--- config.mk ---
export PLATFORM = sky130hd
export DESIGN_NAME = fifo_bytepack
export DESIGN_NICKNAME = d
export VERILOG_FILES = /design/src/rtl/fifo_bytepack.sv
export SDC_FILE = /design/constraint.sdc
export NUM_CORES = 1
export LEC_CHECK = 0
export CORE_MARGIN = 2
export CORE_UTILIZATION = 40
export DETAILED_ROUTE_END_ITERATION = 12
export PLACE_DENSITY = 0.68
export SYNTH_ARGS = -nofsm -noshare
export SYNTH_HDL_FRONTEND = slang
export SYNTH_SLANG_ARGS = --single-unit
export TNS_END_PERCENT = 10
--- constraint.sdc ---
create_clock -name clk_i -period 4.15 [get_ports clk_i]
set_input_delay 0.83 -clock clk_i [delete_from_list [all_inputs] [get_ports clk_i]]
set_output_delay 0.83 -clock clk_i [all_outputs]
set_load 0.05 [all_outputs]
--- src/rtl/fifo_bytepack.sv ---
// fifo_bytepack
//   Circular byte FIFO between the command/decoder path and the UART
//   transmitter. Each cycle it accepts a write of 1..MaxWriteBytes bytes,
//   and it hands out one byte per ack. A write is either stored whole or
//   not at all. The block also reports occupancy, keeps a sticky overflow
//   flag and supports a synchronous flush.
//
// Ports
//   clk_i         clock, rising edge
//   reset_i       synchronous active-high reset (clears the array as well)
//   flush         synchronous clear of pointers, level and overflow
//   write_enable  write request this cycle
//   write_data    payload; only the low write_width bytes are used
//   write_width   number of valid bytes, 0..MaxWriteBytes
//   write_ready   free_bytes >= MaxWriteBytes
//   free_bytes    Depth - level
//   level         stored byte count
//   ack           consumer pops the head byte
//   data          head byte (valid while have_next)
//   have_next     level != 0
//   overflow      sticky: a write was rejected
module fifo_bytepack #(
    parameter int unsigned Depth         = 16,
    parameter int unsigned MaxWriteBytes = 4,
    parameter bit          LittleEndian  = 1'b0
) (
    input  logic                                 clk_i,
    input  logic                                 reset_i,
    input  logic                                 flush,
    input  logic                                 write_enable,
    input  logic [8*MaxWriteBytes-1:0]           write_data,
    input  logic [$clog2(MaxWriteBytes+1)-1:0]   write_width,
    output logic                                 write_ready,
    output logic [$clog2(Depth+1)-1:0]           free_bytes,
    output logic [$clog2(Depth+1)-1:0]           level,
    input  logic                                 ack,
    output logic [7:0]                           data,
    output logic                                 have_next,
    output logic                                 overflow
);

    localparam int unsigned PtrW = $clog2(Depth);
    localparam int unsigned LvlW = $clog2(Depth+1);

    logic [7:0]      mem_q [Depth];
    logic [PtrW-1:0] wr_ptr_q, wr_ptr_d;
    logic [PtrW-1:0] rd_ptr_q, rd_ptr_d;
    logic [LvlW-1:0] level_q, level_d;
    logic            overflow_q, overflow_d;

    logic [31:0]     w32;
    logic [31:0]     free32;
    logic            wr_req;
    logic            accept;
    logic            pop;
    logic [7:0]      wbyte [MaxWriteBytes];

    // Output decode straight from the registers.
    assign data        = mem_q[rd_ptr_q];
    assign have_next   = (level_q != '0);
    assign free_bytes  = LvlW'(Depth) - level_q;
    assign write_ready = (32'(free_bytes) >= MaxWriteBytes);
    assign level       = level_q;
    assign overflow    = overflow_q;

    always_comb begin
        w32    = 32'(write_width);
        free32 = 32'(free_bytes);
        wr_req = write_enable && (w32 != 32'd0);
        // Free space is judged on the pre-cycle level, so a pop in the
        // same cycle does not make room for the write.
        accept = wr_req && (w32 <= MaxWriteBytes) && (w32 <= free32);
        pop    = ack && have_next;

        level_d    = level_q + (accept ? LvlW'(write_width) : '0) - LvlW'(pop);
        wr_ptr_d   = accept ? wr_ptr_q + PtrW'(write_width) : wr_ptr_q;
        rd_ptr_d   = rd_ptr_q + PtrW'(pop);
        overflow_d = overflow_q | (wr_req && !accept);

        // wbyte[k] is the k-th byte in emission order.
        for (int unsigned k = 0; k < MaxWriteBytes; k++) begin
            wbyte[k] = '0;
            for (int unsigned j = 0; j < MaxWriteBytes; j++) begin
                if (LittleEndian ? (j == k) : (j + k + 1 == w32)) begin
                    wbyte[k] = write_data[j*8 +: 8];
                end
            end
        end
    end

    always_ff @(posedge clk_i) begin
        if (reset_i) begin
            wr_ptr_q   <= '0;
            rd_ptr_q   <= '0;
            level_q    <= '0;
            overflow_q <= 1'b0;
            for (int unsigned i = 0; i < Depth; i++) begin
                mem_q[i] <= '0;
            end
        end else if (flush) begin
            // The array keeps its old contents. Only the bookkeeping is cleared.
            wr_ptr_q   <= '0;
            rd_ptr_q   <= '0;
            level_q    <= '0;
            overflow_q <= 1'b0;
        end else begin
            wr_ptr_q   <= wr_ptr_d;
            rd_ptr_q   <= rd_ptr_d;
            level_q    <= level_d;
            overflow_q <= overflow_d;
            for (int unsigned k = 0; k < MaxWriteBytes; k++) begin
                if (accept && (k < w32)) begin
                    mem_q[wr_ptr_q + PtrW'(k)] <= wbyte[k];
                end
            end
        end
    end

endmodule

Yosys cells after proc, flatten, opt, wreduce, memory -nomap -nowiden
Memory sizes are Yosys's and may differ from the RTL's. A register that Yosys moved wholly into a read port is not among the register bits.
Cells that the tools add are included.
{ "op_classes": {"add_sub_neg": 8, "multipliers": 0, "div_mod_pow": 0, "order_cmp": 7, "n_eq_ne": 7, "n_shift": 0, "n_mux": 48, "n_bitwise": 1, "n_reduce_logical": 17} }
{ "ops": {"columns": ["op", "count"], "rows": [
  ["8-bit 2-to-1 mux", 20],
  ["8-bit OR reduction", 4],
  ["1-bit 2-to-1 mux", 22],
  ["4-bit 2-to-1 mux", 5],
  ["3-bit equality test (first input constant)", 4],
  ["1-bit logical AND", 9],
  ["4-bit by 2-bit adder with 4-bit output (second input constant)", 2],
  ["2-bit by 3-bit equality test with 1-bit output (first input constant)", 2],
  ["1-bit by 3-bit less-than comparator with 1-bit output (first input constant)", 2],
  ["2-bit by 3-bit less-than comparator with 1-bit output (first input constant)", 2],
  ["5-bit by 3-bit adder with 5-bit output", 1],
  ["5-bit by 3-bit >= comparator with 1-bit output (second input constant)", 1],
  ["3-bit by 5-bit less-or-equal comparator with 1-bit output", 1],
  ["5-bit nonzero test", 1],
  ["5-bit by 1-bit subtractor with 5-bit output", 1],
  ["5-bit subtractor (first input constant)", 1],
  ["4-bit by 1-bit adder with 4-bit output", 1],
  ["4-bit by 1-bit adder with 4-bit output (second input constant)", 1],
  ["4-bit by 3-bit adder with 4-bit output", 1],
  ["1-bit by 3-bit equality test with 1-bit output (first input constant)", 1],
  ["3-bit less-or-equal comparator (second input constant)", 1],
  ["3-bit 2-to-1 mux", 1],
  ["3-bit nonzero test", 1],
  ["2-bit OR reduction", 1],
  ["2 further kinds", 2]
]} }
{ "word_totals": {"ff_bits": 14, "latchBits": 0, "ramBits": 128, "mem_bits_ro": 0, "inputBits": 40, "out_inout_bits": 21, "wordCells": 93, "memories": 1} }
{ "memory_table": {"columns": ["name", "words", "word_bits", "read_ports", "rd_clocked_by_memory_dff", "wr", "line", "rtl"], "rows": [
  ["mem_q", 16, 8, 1, 1, 16, "45", "logic [7:0] mem_q [Depth];"]
]} }

Logic depth before layout (Yosys ltp)
{ "logic_depth": {"word_depth": 11, "depth_mapped": 22, "depth_no_buf": 19} }

Worst setup path after synthesis
Ideal clock, no wire load.
{ "synth_path": {"path_kind": "register -> register", "from": "register level_q[0], in the netlist level[0]", "to": "register level_q[4], in the netlist level[4]", "setup_time_ns": 0.128, "arrival_ns": 4.506, "required_ns": 4.022, "path_slack_ns": -0.483, "stages_incl_launch_ff": 23, "path_buffers": 3, "synth_period_minus_slack_ns": 4.633, "path_cell_list": "dfxtp_1 inv_1 ha_1 inv_1 ha_1 nor2b_1 o211a_1 o31a_1 buf_4 buf_4 buf_4 nor2_1 nand2_1 ha_1 inv_1 ha_1 inv_1 fa_1 inv_1 a21o_1 a21oi_1 xnor2_1 nor2_1"} }
{ "synth_via": {"elab_chain_cells": 6, "elab_cells_between_ends": 8, "cone_classes": "add/sub: 3; order compare: 1; mux: 1; reduce/logical: 3"} }
{ "synth_rtl": {"columns": ["item", "line", "rtl"], "rows": [
  ["start: declaration", "48", "logic [LvlW-1:0] level_q, level_d;"],
  ["start signal: assignment", "109", "level_q <= level_d;"],
  ["5-bit subtractor", "61", "assign free_bytes = LvlW'(Depth) - level_q;"],
  ["named net free_bytes[1]", "34", "output logic [$clog2(Depth+1)-1:0] free_bytes,"],
  ["3-bit by 5-bit less-or-equal comparator with 1-bit output", "72", "accept = wr_req && (w32 <= MaxWriteBytes) && (w32 <= free32);"],
  ["1-bit logical AND", "72", null],
  ["3-bit 2-to-1 mux", "75", "level_d = level_q + (accept ? LvlW'(write_width) : '0) - LvlW'(pop);"],
  ["5-bit by 3-bit adder with 5-bit output", "75", null],
  ["5-bit by 1-bit subtractor with 5-bit output", "75", null]
]} }
The timed path passes the listed nets, and every way through them passes these cells.
A chain may end at the register's enable or synchronous reset.

==> metrics.txt <==
Post-synth EDFFs 128; Critical Path Stages 4; Post-synth ARST share 0%; residual DRC count 0; Mapped Nets 1,353; Rows 63; Initial Util 40.45%; status finished clean; Post-Synth Simple-Gate Area 17.37%; syn avg cell area 9.230 sq um; slowest cell on the critical path clkdlybuf4s50_1; DRT antenna net count 0; die area 31,210 sq um; crit-path cells buf_12, mux4_2, mux4_2, clkdlybuf4s50_1; CTS clk-pin slew, worst paths 0.08 ns; core area 29,480 sq um; total grt overflow 0; Startpoint Class flip-flop; fin crit share 91.31%; Clock Skews 0.01841 ns; worst setup margin 0.3606 ns; Distinct cells, synth 78; Adder-Cell Fraction of Synth Area 2.329%; worst path buffer plus inverter count 2; initial antenna violation count 6; largest net degree at the start of global routing 69; setup slack, reg-to-reg 0.45 ns; Req. time, crit path 3.32 ns; pre-CTS WS 0.2510 ns; worst setup path startpoint rd_ptr_q[0]$_SDFF_PP0_; TNS Setup 0 ns; slew margin rel. 26.44%; area of the mapped netlist 11,930 sq um; final hold vios 0; setup bufs post-CTS 0; die height 176.7 microns; worst slew pin tran 1.095 ns; global-route wire length before repair 99.95 mm; Final HPWL DP 53.41 mm; clk sinks 142; vias per inst 7.437; clock latency on the worst-skew pair 0.46 ns; CTS tree built; Hold Buf Count CTS 0; Synth Area in Compound Gates 28.96%; layout cells sized above 1 21.04%; Top Ports 61; post-CTS sizing 0; Vias 13,774; CP Class flip-flop to primary output; Final setup viols 0; clk buf depth 2; Syn. warnings 0; chip width 176.7 microns; port bufs 60; Synth Flop Type edfxtp_1; cell family with most CP delay multiplexers; Critical Path End data[7]; max-cap violations 0; WL per Instance 38.73 microns; Max Freq 263.9 MHz; WL final 71.73 mm; final hold slack 0.5409 ns; post-synthesis cell count 1,292; Post-Synth XOR/XNOR Area 1.028%; Crit Path Max Fanout 33; area grow syn2layout 23.01%; slowest cell delay on critical path 0.71 ns; Arrival @ worst endpoint 2.96 ns; gpl congestion 1.133; Final Max Slew Viols 0; reg2reg path depth 19; peak supply drop 1.439 mV; vias in the first global route 13,237; RR Endpoint level[4]$_SDFF_PP0_; largest family of logic cells by synthesized area compound AO/OA/AOI/OAI gates; H-Tree Depth 4; DRT Pass-1 Iters 7; cell mode on critical path mux4_2; # nets final 1,507; PD cells 440.4 nW/um^2; global-route usage over all layers 46.09%; clk root buf clkbuf_16; Seq cells post-synth 142; worst r2r src level[0]$_SDFF_PP0_; Worst Setup End Kind primary output; Seq/Total Area, Yosys 34.58%; RSZ-0062 raised after global routing no; leak pwr 5.228 nW; min-delay worst type flip-flop to flip-flop; Final min period 3.789 ns; number of buffers created by CTS 17; DR iter-0 viols 2,458; post-synthesis mux area share 10.38%
worst min-delay path by stage:
stage	startpoint	cells past startpoint	end	slack, ns
CTS	overflow$_SDFF_PP0_	2	overflow$_SDFF_PP0_	0.54
detailed placement	overflow$_SDFF_PP0_	2	overflow$_SDFF_PP0_	0.52
global route	overflow$_SDFF_PP0_	2	overflow$_SDFF_PP0_	0.58
finish	overflow$_SDFF_PP0_	2	overflow$_SDFF_PP0_	0.54
floorplan	rd_ptr_q[1]$_SDFF_PP0_	2	rd_ptr_q[1]$_SDFF_PP0_	0.55
global placement	overflow$_SDFF_PP0_	2	overflow$_SDFF_PP0_	0.53
routing by layer:
metal | up-vias | GRT usage, % | share of wire, %
li1 | 5545 | - | -
met1 | 6574 | 57.38 | 37
met2 | 1269 | 64.47 | 40
met3 | 378 | 17.53 | 14
met4 | 8 | 33.88 | 9.0
met5 | - | 2.885 | 0.16
power breakdown:
part | switching (mW) | internal [mW] | total [mW]
Clock | 0.725 | 0.960 | 1.69
Combinational | 2.18 | 0.893 | 3.07
Sequential | 0.0639 | 1.64 | 1.70
metrics by stage:
step / cell area (sq um) / utilization, % / cells / power, mW
floorplan: 11940 / - / 1292 / 3.500
detailed placement: 14050 / 47.65 / 1817 / 4.673
finish: 14670 / 49.76 / 1852 / 6.460
global route: 14660 / 49.73 / 1849 / 6.571
global placement: 14050 / 47.65 / 1817 / 4.671
CTS: 14660 / 49.73 / 1849 / 6.325
tightest hold or removal path: stages (launching register included):
cell and delay, ns:
dfxtp_1 0.37, a31oi_1 0.07, nor2_1 0.07
registers in the layout (all words and copies together) (netlist names):
signal and cells:
overflow 1, mem_q 128, wr_ptr_q 4, level 5, rd_ptr_q 4
cell type report:
class | instances | area [sq um]
well taps | 390 | 488.0
inverters | 29 | 110.1
multi-input cells | 1012 | 7199
diodes | 3 | 7.507
repair buffers | 244 | 2122
clock inverters | 14 | 185.2
fillers | 2837 | 14810
flip-flops and latches | 142 | 4128
clock buffers | 18 | 429.2
layout by cell type, fill, tap and decap left out, types with 27 or more instances in the layout:
cell type and count:
buf_4 172, edfxtp_1 128, nand2_1 124, nor2_1 99
a21oi_1 88, o22ai_1 83, nor3_1 59, clkdlybuf4s50_1 58
a22oi_1 57, nand3_1 54, a221oi_1 50, mux4_2 40
o21ai_0 30, mux2i_1 28, inv_1 27
cell usage after synthesis (all sizes together) (14+ instances only):
| cell | n | share of area (%) |
|---|---|---|
| clkbuf | 51 | 1.6 |
| edfxtp | 128 | 32 |
| nor3 | 67 | 3.1 |
| a221oi | 56 | 4.4 |
| a21oi | 94 | 4.2 |
| mux4 | 40 | 7.6 |
| a22oi | 57 | 3.6 |
| inv | 28 | 0.88 |
| o22ai | 85 | 4.6 |
| nand2 | 124 | 3.9 |
| nor4 | 19 | 1.2 |
| nand3 | 54 | 2.3 |
| ha | 19 | 2.0 |
| buf | 58 | 2.8 |
| nor2 | 100 | 3.1 |
| a32oi | 18 | 1.3 |
| dfxtp | 14 | 2.4 |
| o21ai | 31 | 1.3 |
| mux2i | 28 | 2.4 |
kinds of logic (layout without fill, tap and decap cells):
kind of cell               after synthesis  after routing
adders and majority gates               21             21
AOI/OAI and AO/OA                      475            475
muxes                                   73             73
DFF                                    142            142
other                                    0              3
buffers and inverters                  138            305
xor gates and xnor gates                14             14
and+or+nand+nor                        429            429
Note: power is estimated with default switching activity, not from simulation.
